==> src/rtl/mux_scan.sv <==
// Registered channel multiplexer with manual select and timed auto-scan.
// Optional build macro MUX_SCAN_MASK_EN adds a per-channel enable mask for scanning/selection.
module mux_scan #(
    parameter int WIDTH    = 8,
    parameter int CHANNELS = 4,
    parameter int DWELL    = 4,
    localparam int SW      = $clog2(CHANNELS)
) (
    input  logic                      clk,
    input  logic                      rst,
    input  logic                      en,
    input  logic                      mode,
    input  logic [SW-1:0]             sel,
    input  logic [CHANNELS*WIDTH-1:0] din,
`ifdef MUX_SCAN_MASK_EN
    input  logic [CHANNELS-1:0]       ch_mask,
`endif
    output logic [WIDTH-1:0]          y,
    output logic [SW-1:0]             ch,
    output logic                      valid,
    output logic                      wrap
);

    // state  | meaning
    // IDLE   | disabled, outputs held, valid low
    // MANUAL | y follows din[sel]
    // SCAN   | y walks enabled channels, DWELL cycles each
    localparam logic [1:0] S_IDLE   = 2'd0;
    localparam logic [1:0] S_MANUAL = 2'd1;
    localparam logic [1:0] S_SCAN   = 2'd2;

    localparam int CW = (DWELL > 1) ? $clog2(DWELL) : 1;
    localparam logic [CW-1:0] CNT_LOAD = CW'(DWELL - 1);

    logic [1:0]          state;
    logic [CW-1:0]       cnt;
    logic [CHANNELS-1:0] ch_en;

`ifdef MUX_SCAN_MASK_EN
    assign ch_en = ch_mask;
`else
    assign ch_en = '1;
`endif

    logic             sel_in_range;
    logic             sel_en;
    logic [WIDTH-1:0] sel_data;
    logic             cur_en;
    logic [WIDTH-1:0] cur_data;
    logic             any_en;
    logic [SW-1:0]    first_idx;
    logic [WIDTH-1:0] first_data;
    logic [SW-1:0]    next_idx;
    logic [WIDTH-1:0] next_data;
    logic             found;
    logic             wrap_step;

    always_comb begin
        sel_in_range = 1'b0;
        sel_en       = 1'b0;
        sel_data     = '0;
        cur_en       = 1'b0;
        cur_data     = '0;
        any_en       = |ch_en;
        first_idx    = '0;
        first_data   = '0;
        next_idx     = '0;
        next_data    = '0;
        found        = 1'b0;
        for (int k = 0; k < CHANNELS; k++) begin
            if (sel == SW'(k)) begin
                sel_in_range = 1'b1;
                sel_en       = ch_en[k];
                sel_data     = din[k*WIDTH +: WIDTH];
            end
            if (ch == SW'(k)) begin
                cur_en   = ch_en[k];
                cur_data = din[k*WIDTH +: WIDTH];
            end
        end
        for (int k = CHANNELS - 1; k >= 0; k--) begin
            if (ch_en[k]) first_idx = SW'(k);
        end
        // Next enabled channel above the current one; none means the scan wraps.
        for (int k = 0; k < CHANNELS; k++) begin
            if (!found && ch_en[k] && (SW'(k) > ch)) begin
                next_idx = SW'(k);
                found    = 1'b1;
            end
        end
        wrap_step = !found;
        if (!found) next_idx = first_idx;
        for (int k = 0; k < CHANNELS; k++) begin
            if (first_idx == SW'(k)) first_data = din[k*WIDTH +: WIDTH];
            if (next_idx == SW'(k))  next_data  = din[k*WIDTH +: WIDTH];
        end
    end

    always_ff @(posedge clk or posedge rst) begin
        if (rst) begin
            state <= S_IDLE;
            cnt   <= '0;
            y     <= '0;
            ch    <= '0;
            valid <= 1'b0;
            wrap  <= 1'b0;
        end else begin
            wrap <= 1'b0;
            if (!en) begin
                state <= S_IDLE;
                valid <= 1'b0;
            end else if (!mode) begin
                state <= S_MANUAL;
                if (sel_en) begin
                    ch    <= sel;
                    y     <= sel_data;
                    valid <= 1'b1;
                end else begin
                    valid <= 1'b0;
                    if (!sel_in_range) y <= '0;
                end
            end else begin
                state <= S_SCAN;
                if (!any_en) begin
                    valid <= 1'b0;
                end else if (state != S_SCAN) begin
                    ch    <= first_idx;
                    y     <= first_data;
                    valid <= 1'b1;
                    cnt   <= CNT_LOAD;
                end else if ((cnt == '0) || !cur_en) begin
                    ch    <= next_idx;
                    y     <= next_data;
                    valid <= 1'b1;
                    wrap  <= wrap_step;
                    cnt   <= CNT_LOAD;
                end else begin
                    y     <= cur_data;
                    valid <= 1'b1;
                    cnt   <= cnt - CW'(1);
                end
            end
        end
    end

endmodule

==> config.mk <==
export PLATFORM = sky130hd
export DESIGN_NAME = mux_scan
export DESIGN_NICKNAME = d
export VERILOG_FILES = /design/src/rtl/mux_scan.sv
export SDC_FILE = /design/constraint.sdc
export NUM_CORES = 1
export LEC_CHECK = 0
export CAP_MARGIN = 25
export CORE_AREA = 3 3 74 76
export CTS_BUF_LIST = sky130_fd_sc_hd__clkbuf_2
export CTS_CLUSTER_DIAMETER = 200
export DETAILED_ROUTE_END_ITERATION = 8
export DIE_AREA = 0 0 77 79
export PLACE_DENSITY = 0.68
export SLEW_MARGIN = 20
export SYNTH_ARGS = -nofsm -noshare
export SYNTH_HDL_FRONTEND = slang
export SYNTH_SLANG_ARGS = --single-unit
==> constraint.sdc <==
create_clock -name clk -period 1.8 [get_ports clk]
set_input_delay 0.54 -clock clk [delete_from_list [all_inputs] [get_ports clk]]
set_output_delay 0.54 -clock clk [all_outputs]
set_load 0.02 [all_outputs]
# == Word level (Yosys, flattened, before mapping) ==
# Cells that the tools add are included.
# op_classes
n_addsub,1
n_lt_le_gt_ge,4
eq_ne,11
mux,47
reduce_logical,16
# ops
operator,n
two-way mux 8 bit,16
two-way mux 2 bit,11
two-way mux 1 bit,20
"== test 2 bit, second input constant",6
zero test 2 bit,4
"== test 2 x 1 -> 1 bit, second input constant",3
zero test 1 bit,5
"> comparator 1 x 2 -> 1 bit, first input constant",2
"> comparator 2 bit, first input constant",2
logical AND 1 bit,3
"inequality test 3 x 1 -> 1 bit, second input constant",1
AND reduction 3 bit,1
"inequality test 2 bit, second input constant",1
AND reduction 2 bit,1
nonzero test 2 bit,1
"subtractor 2 x 1 -> 2 bit, second input constant",1
logical OR 1 bit,1
# totals
register_bits,16
output_inout_bits,12
wordCells,85

# == Depth between registers and ports, before layout ==
# depth
ltp_word,20
mapped_depth,8

# == Worst setup path after synthesis ==
# Ideal clock, no wire load.
# synth_timing
path_kind,register to register
from,register ch[1]
to,register y[7]
setup_ps,124
t_arrival_ps,1730
required_time_ps,1676
path_slack_ps,-54
path_stages_with_launch,8
period_less_slack_ps,1854
cell_sequence,dfrtp_1 > inv_1 > ha_1 > buf_2 > buf_2 > a221oi_1 > o21bai_1 > a211o_1
# synth_between
elab_chain_cells,20
word_cells_on_any_way,43
# synth_rtl
element,line_no,rtl
from (decl),19,"output logic [SW-1:0] ch,"
from (signal assigned),115,ch <= sel;
from (signal assigned),127,ch <= first_idx;
from (signal assigned),132,ch <= next_idx;
> comparator 1 x 2 -> 1 bit,86,if (!found && ch_en[k] && (SW'(k) > ch)) begin
two-way mux 1 bit,86,
zero test 1 bit,86,
logical AND 1 bit,86,
two-way mux 1 bit,86,
zero test 1 bit,86,
logical AND 1 bit,86,
two-way mux 1 bit,86,
zero test 1 bit,86,
logical AND 1 bit,86,
two-way mux 2 bit or two-way mux 1 bit (tied branches),86,
two-way mux 2 bit,92,if (!found) next_idx = first_idx;
zero test 2 bit,95,if (next_idx == SW'(k)) next_data = din[k*WIDTH +: WIDTH];
two-way mux 8 bit (4 in a row),95,
two-way mux 8 bit *,131,end else if ((cnt == '0) || !cur_en) begin
two-way mux 8 bit *,126,end else if (state != S_SCAN) begin
two-way mux 8 bit *,112,end else if (!mode) begin
to (signal assigned),116,y <= sel_data;
to (signal assigned),128,y <= first_data;
to (signal assigned),133,y <= next_data;
to (decl),18,"output logic [WIDTH-1:0] y,"
# Every way passes the cells marked *; elsewhere a longest branch is shown, timed or not.
# A chain may end at the register's enable or synchronous reset.

# == Worst setup path after layout ==
# layout_timing
from,register ch[0]
to,output ch[0]
# No word-level cell between the ends.

==> metrics.txt <==
Starting Density=35.2%; vias in the first global route=1801; critical path class=flip-flop to output pin; Max VDD drop=0.236 mV; Place WS=-0.406 ns; minimum clock period=1.75 ns; Cells after Synth=183; WL/cell=16.1 µm; Max Fclk=571 MHz; Total Routed Length=5610 µm; final worst slack=0.0493 ns; crit-path cells=buf_4, dlygate4sd2_1; drt first-iter violations=162; Horiz. Die Dim=77 µm; final layout net count=approximately 330; Cell variety after synth=46; GP Congestion=0.863; Worst-Margin Slew=0.570 ns; complex-gate fraction of the synthesized area=31.4%; xor-xnor portion of the synthesized cell area=0%; endpoints failing setup=0; CTS Buffer Depth=2; Crit path buffers/inverters=2; I/O Pins=50; Tcrit/Tclk final=97.3%; CP required=1.26 ns; crit-path max FO=3; die height=approximately 79 µm; Seq/Total Area, Yosys=23.8%; commonest non-fill, non-tap cell in the layout=buf_4; Leakage Power=1.21 nW; Clock Latency Late Sink=0.30 ns; Rows=25; register area=403 µm²; run status=completed; Slew HR=62.0%; r2r setup slk=0.05 ns; Yosys Warn Count=0; mux cell area share after synthesis=12.9%; antenna violations before repair=0; GRT Overall Usage=18.6%; TritonCTS clock tree=yes; DRC Markers=0; RSZ-0062 raised after global routing=yes; via density per instance=5.37; largest family of logic cells by synthesized area=compound AO/OA/AOI/OAI gates; CTS buffer count=3; Syn Std Cell Area=1680 µm²; Final Max Slew Viols=0; number of H-tree levels=1; total number of vias=1873; Core ar.=4790 µm²; Cell Pwr Density=~500 nW/µm²; n_diodes=0; Synth Area in Simple Gates=16.6%; post-DP HPWL=~4300 µm; Max Cap Viol=0; commonest cells after routing, fill and taps aside=59 x buf_4, 35 x clkdlybuf4s50_1, 14 x nand2_1, 14 x dfrtp_1, 13 x a21oi_1; final hold vios=0; GRT overflow=0; First-pass DRT Iterations=4; Post-CTS Setup Bufs=0; clock transition at the registers of the reported paths=approximately 0.17 ns; crit path capture type=output pin; Worst setup SP type=flip-flop; Hold-fix buffers, CTS=0; P&R area growth vs syn=56.8%; # port buffers=49; DRT antenna net count=0; cell family with the largest share of critical-path delay=flip-flops; clk sinks=16; die area=6080 µm²; WP data arrival=1.21 ns; Fill cells=466; clock root buffer=clkbuf_2; largest stage delay on the critical path=0.46 ns; first-pass GRT wire length=8910 µm; area of the multi-input gates=1140 µm²; Hold Crit Class=flip-flop to flip-flop; largest net degree at the start of global routing=22; register bit total from synthesis=16; Syn Nets=approximately 230; Post-Synth Adder-Cell Area=5.94%; CP max stage cell=dfrtp_2; post-route setup TNS=0 ns; clock skew=between 0.002 and 0.003 ns; proportion of layout cells with a drive suffix above 1=29.4%; Mean Syn Cell Area=9.20 µm²
==> sequential cells by signal, summed over array words and instances, names as in the netlist <==
register and cells:
ch 2, cnt 2, state 2, valid 1
wrap 1, y 8
==> Yosys cell counts (all sizes together) <==
master,instances,area share (%)
mux2i,1,0.59
o21ai,10,3.0
a21o,1,0.45
and2b,4,1.9
and3b,1,0.59
and3,3,1.1
clkbuf,7,3.9
o311a,5,3.0
nor2b,2,0.74
a21boi,6,2.7
buf,8,2.8
dfrtp,16,24
nand4b,1,0.89
o32ai,1,0.52
inv,12,2.7
mux4,8,12
o211a,1,0.59
a32oi,5,2.6
nand2,14,3.1
a221o,6,3.6
a211o,1,0.52
ha,8,5.9
nand3b,1,0.45
o22ai,2,0.74
o21bai,1,0.45
nand3,1,0.30
or2,1,0.37
nand2b,6,2.2
nor2,10,2.2
and2,1,0.37
o221ai,1,0.52
a21oi,13,3.9
a31oi,8,3.0
a221oi,9,4.7
nor3,4,1.5
a22oi,1,0.45
a211oi,2,0.89
and4bb,1,0.74
==> cell families (layout without fill, tap and decap cells) <==
| family | after synthesis | in the layout |
|---|---|---|
| AOI/OAI and AO/OA | 73 | 73 |
| and+or+nand+nor | 50 | 50 |
| buffers and inverters | 27 | 126 |
| DFF | 16 | 16 |
| muxes | 9 | 9 |
| adders and majority gates | 8 | 8 |
==> layout make-up <==
type | instances | share of cell area [%]
Timing Repair Buffer | 110 | 35.9
Multi-Input combinational cell | 140 | 43.2
Tap cell | 67 | 3.17
Clock buffer | 4 | 0.758
Inverter | 12 | 1.71
Sequential cell | 16 | 15.3
==> metrics by stage <==
| step | hold slack [ns] | power (W) | area (µm²) | cells | utilization (%) |
|---|---|---|---|---|---|
| 6_report | 0.492 | 0.00130 | 2640 | 349 | 55.2 |
| 5_1_grt | 0.496 | 0.00138 | 2640 | 349 | 55.2 |
| 4_1_cts | 0.500 | 0.00129 | 2620 | 349 | 54.6 |
| 3_5_place_dp | 0.478 | 0.00113 | 2610 | 345 | 54.4 |
| 3_3_place_gp | 0.466 | 0.00112 | 2610 | 345 | 54.4 |
| 2_1_floorplan | 0.449 | 0.000783 | 1690 | 183 | - |
==> metal layers <==
layer	global-route usage (%)	vias up	part of all wire, %	wire, µm
met5	0	-	0	0
met4	5.16	0	0.53	30
met3	2.49	2	7.2	405
met2	31.3	80	47	2620
met1	25.1	872	45	2550
li1	-	919	-	-
==> report_power, final <==
part           internal (W)  total, W  leakage, nW  switching [W]
Sequential         0.000399  0.000425        0.188      0.0000259
Clock             0.0000589  0.000186       0.0166       0.000127
Combinational      0.000361  0.000691         1.01       0.000331
Total              0.000819   0.00130         1.21       0.000484
==> final timing paths <==
check,to,from,cells after the start
max,ch[0],ch[0]$_DFFE_PP0P_,2
min,cnt[0]$_DFFE_PP0P_,cnt[0]$_DFFE_PP0P_,1
min reg2reg,cnt[0]$_DFFE_PP0P_,cnt[0]$_DFFE_PP0P_,1
max reg2reg,y[3]$_DFFE_PP0P_,ch[0]$_DFFE_PP0P_,6
min in group asynchronous,valid$_DFF_PP0_,rst,3
max in group asynchronous,ch[0]$_DFFE_PP0P_,rst,3
==> what timing repair did <==
action | CTS | global route
gates cloned | 0 | 0
setup endpoints to repair | 16 | 8
hold endpoints to repair | 0 | 0
gates resized for setup | 15 | 11
pin swaps | 0 | 3
(Power assumes the default switching activity.)
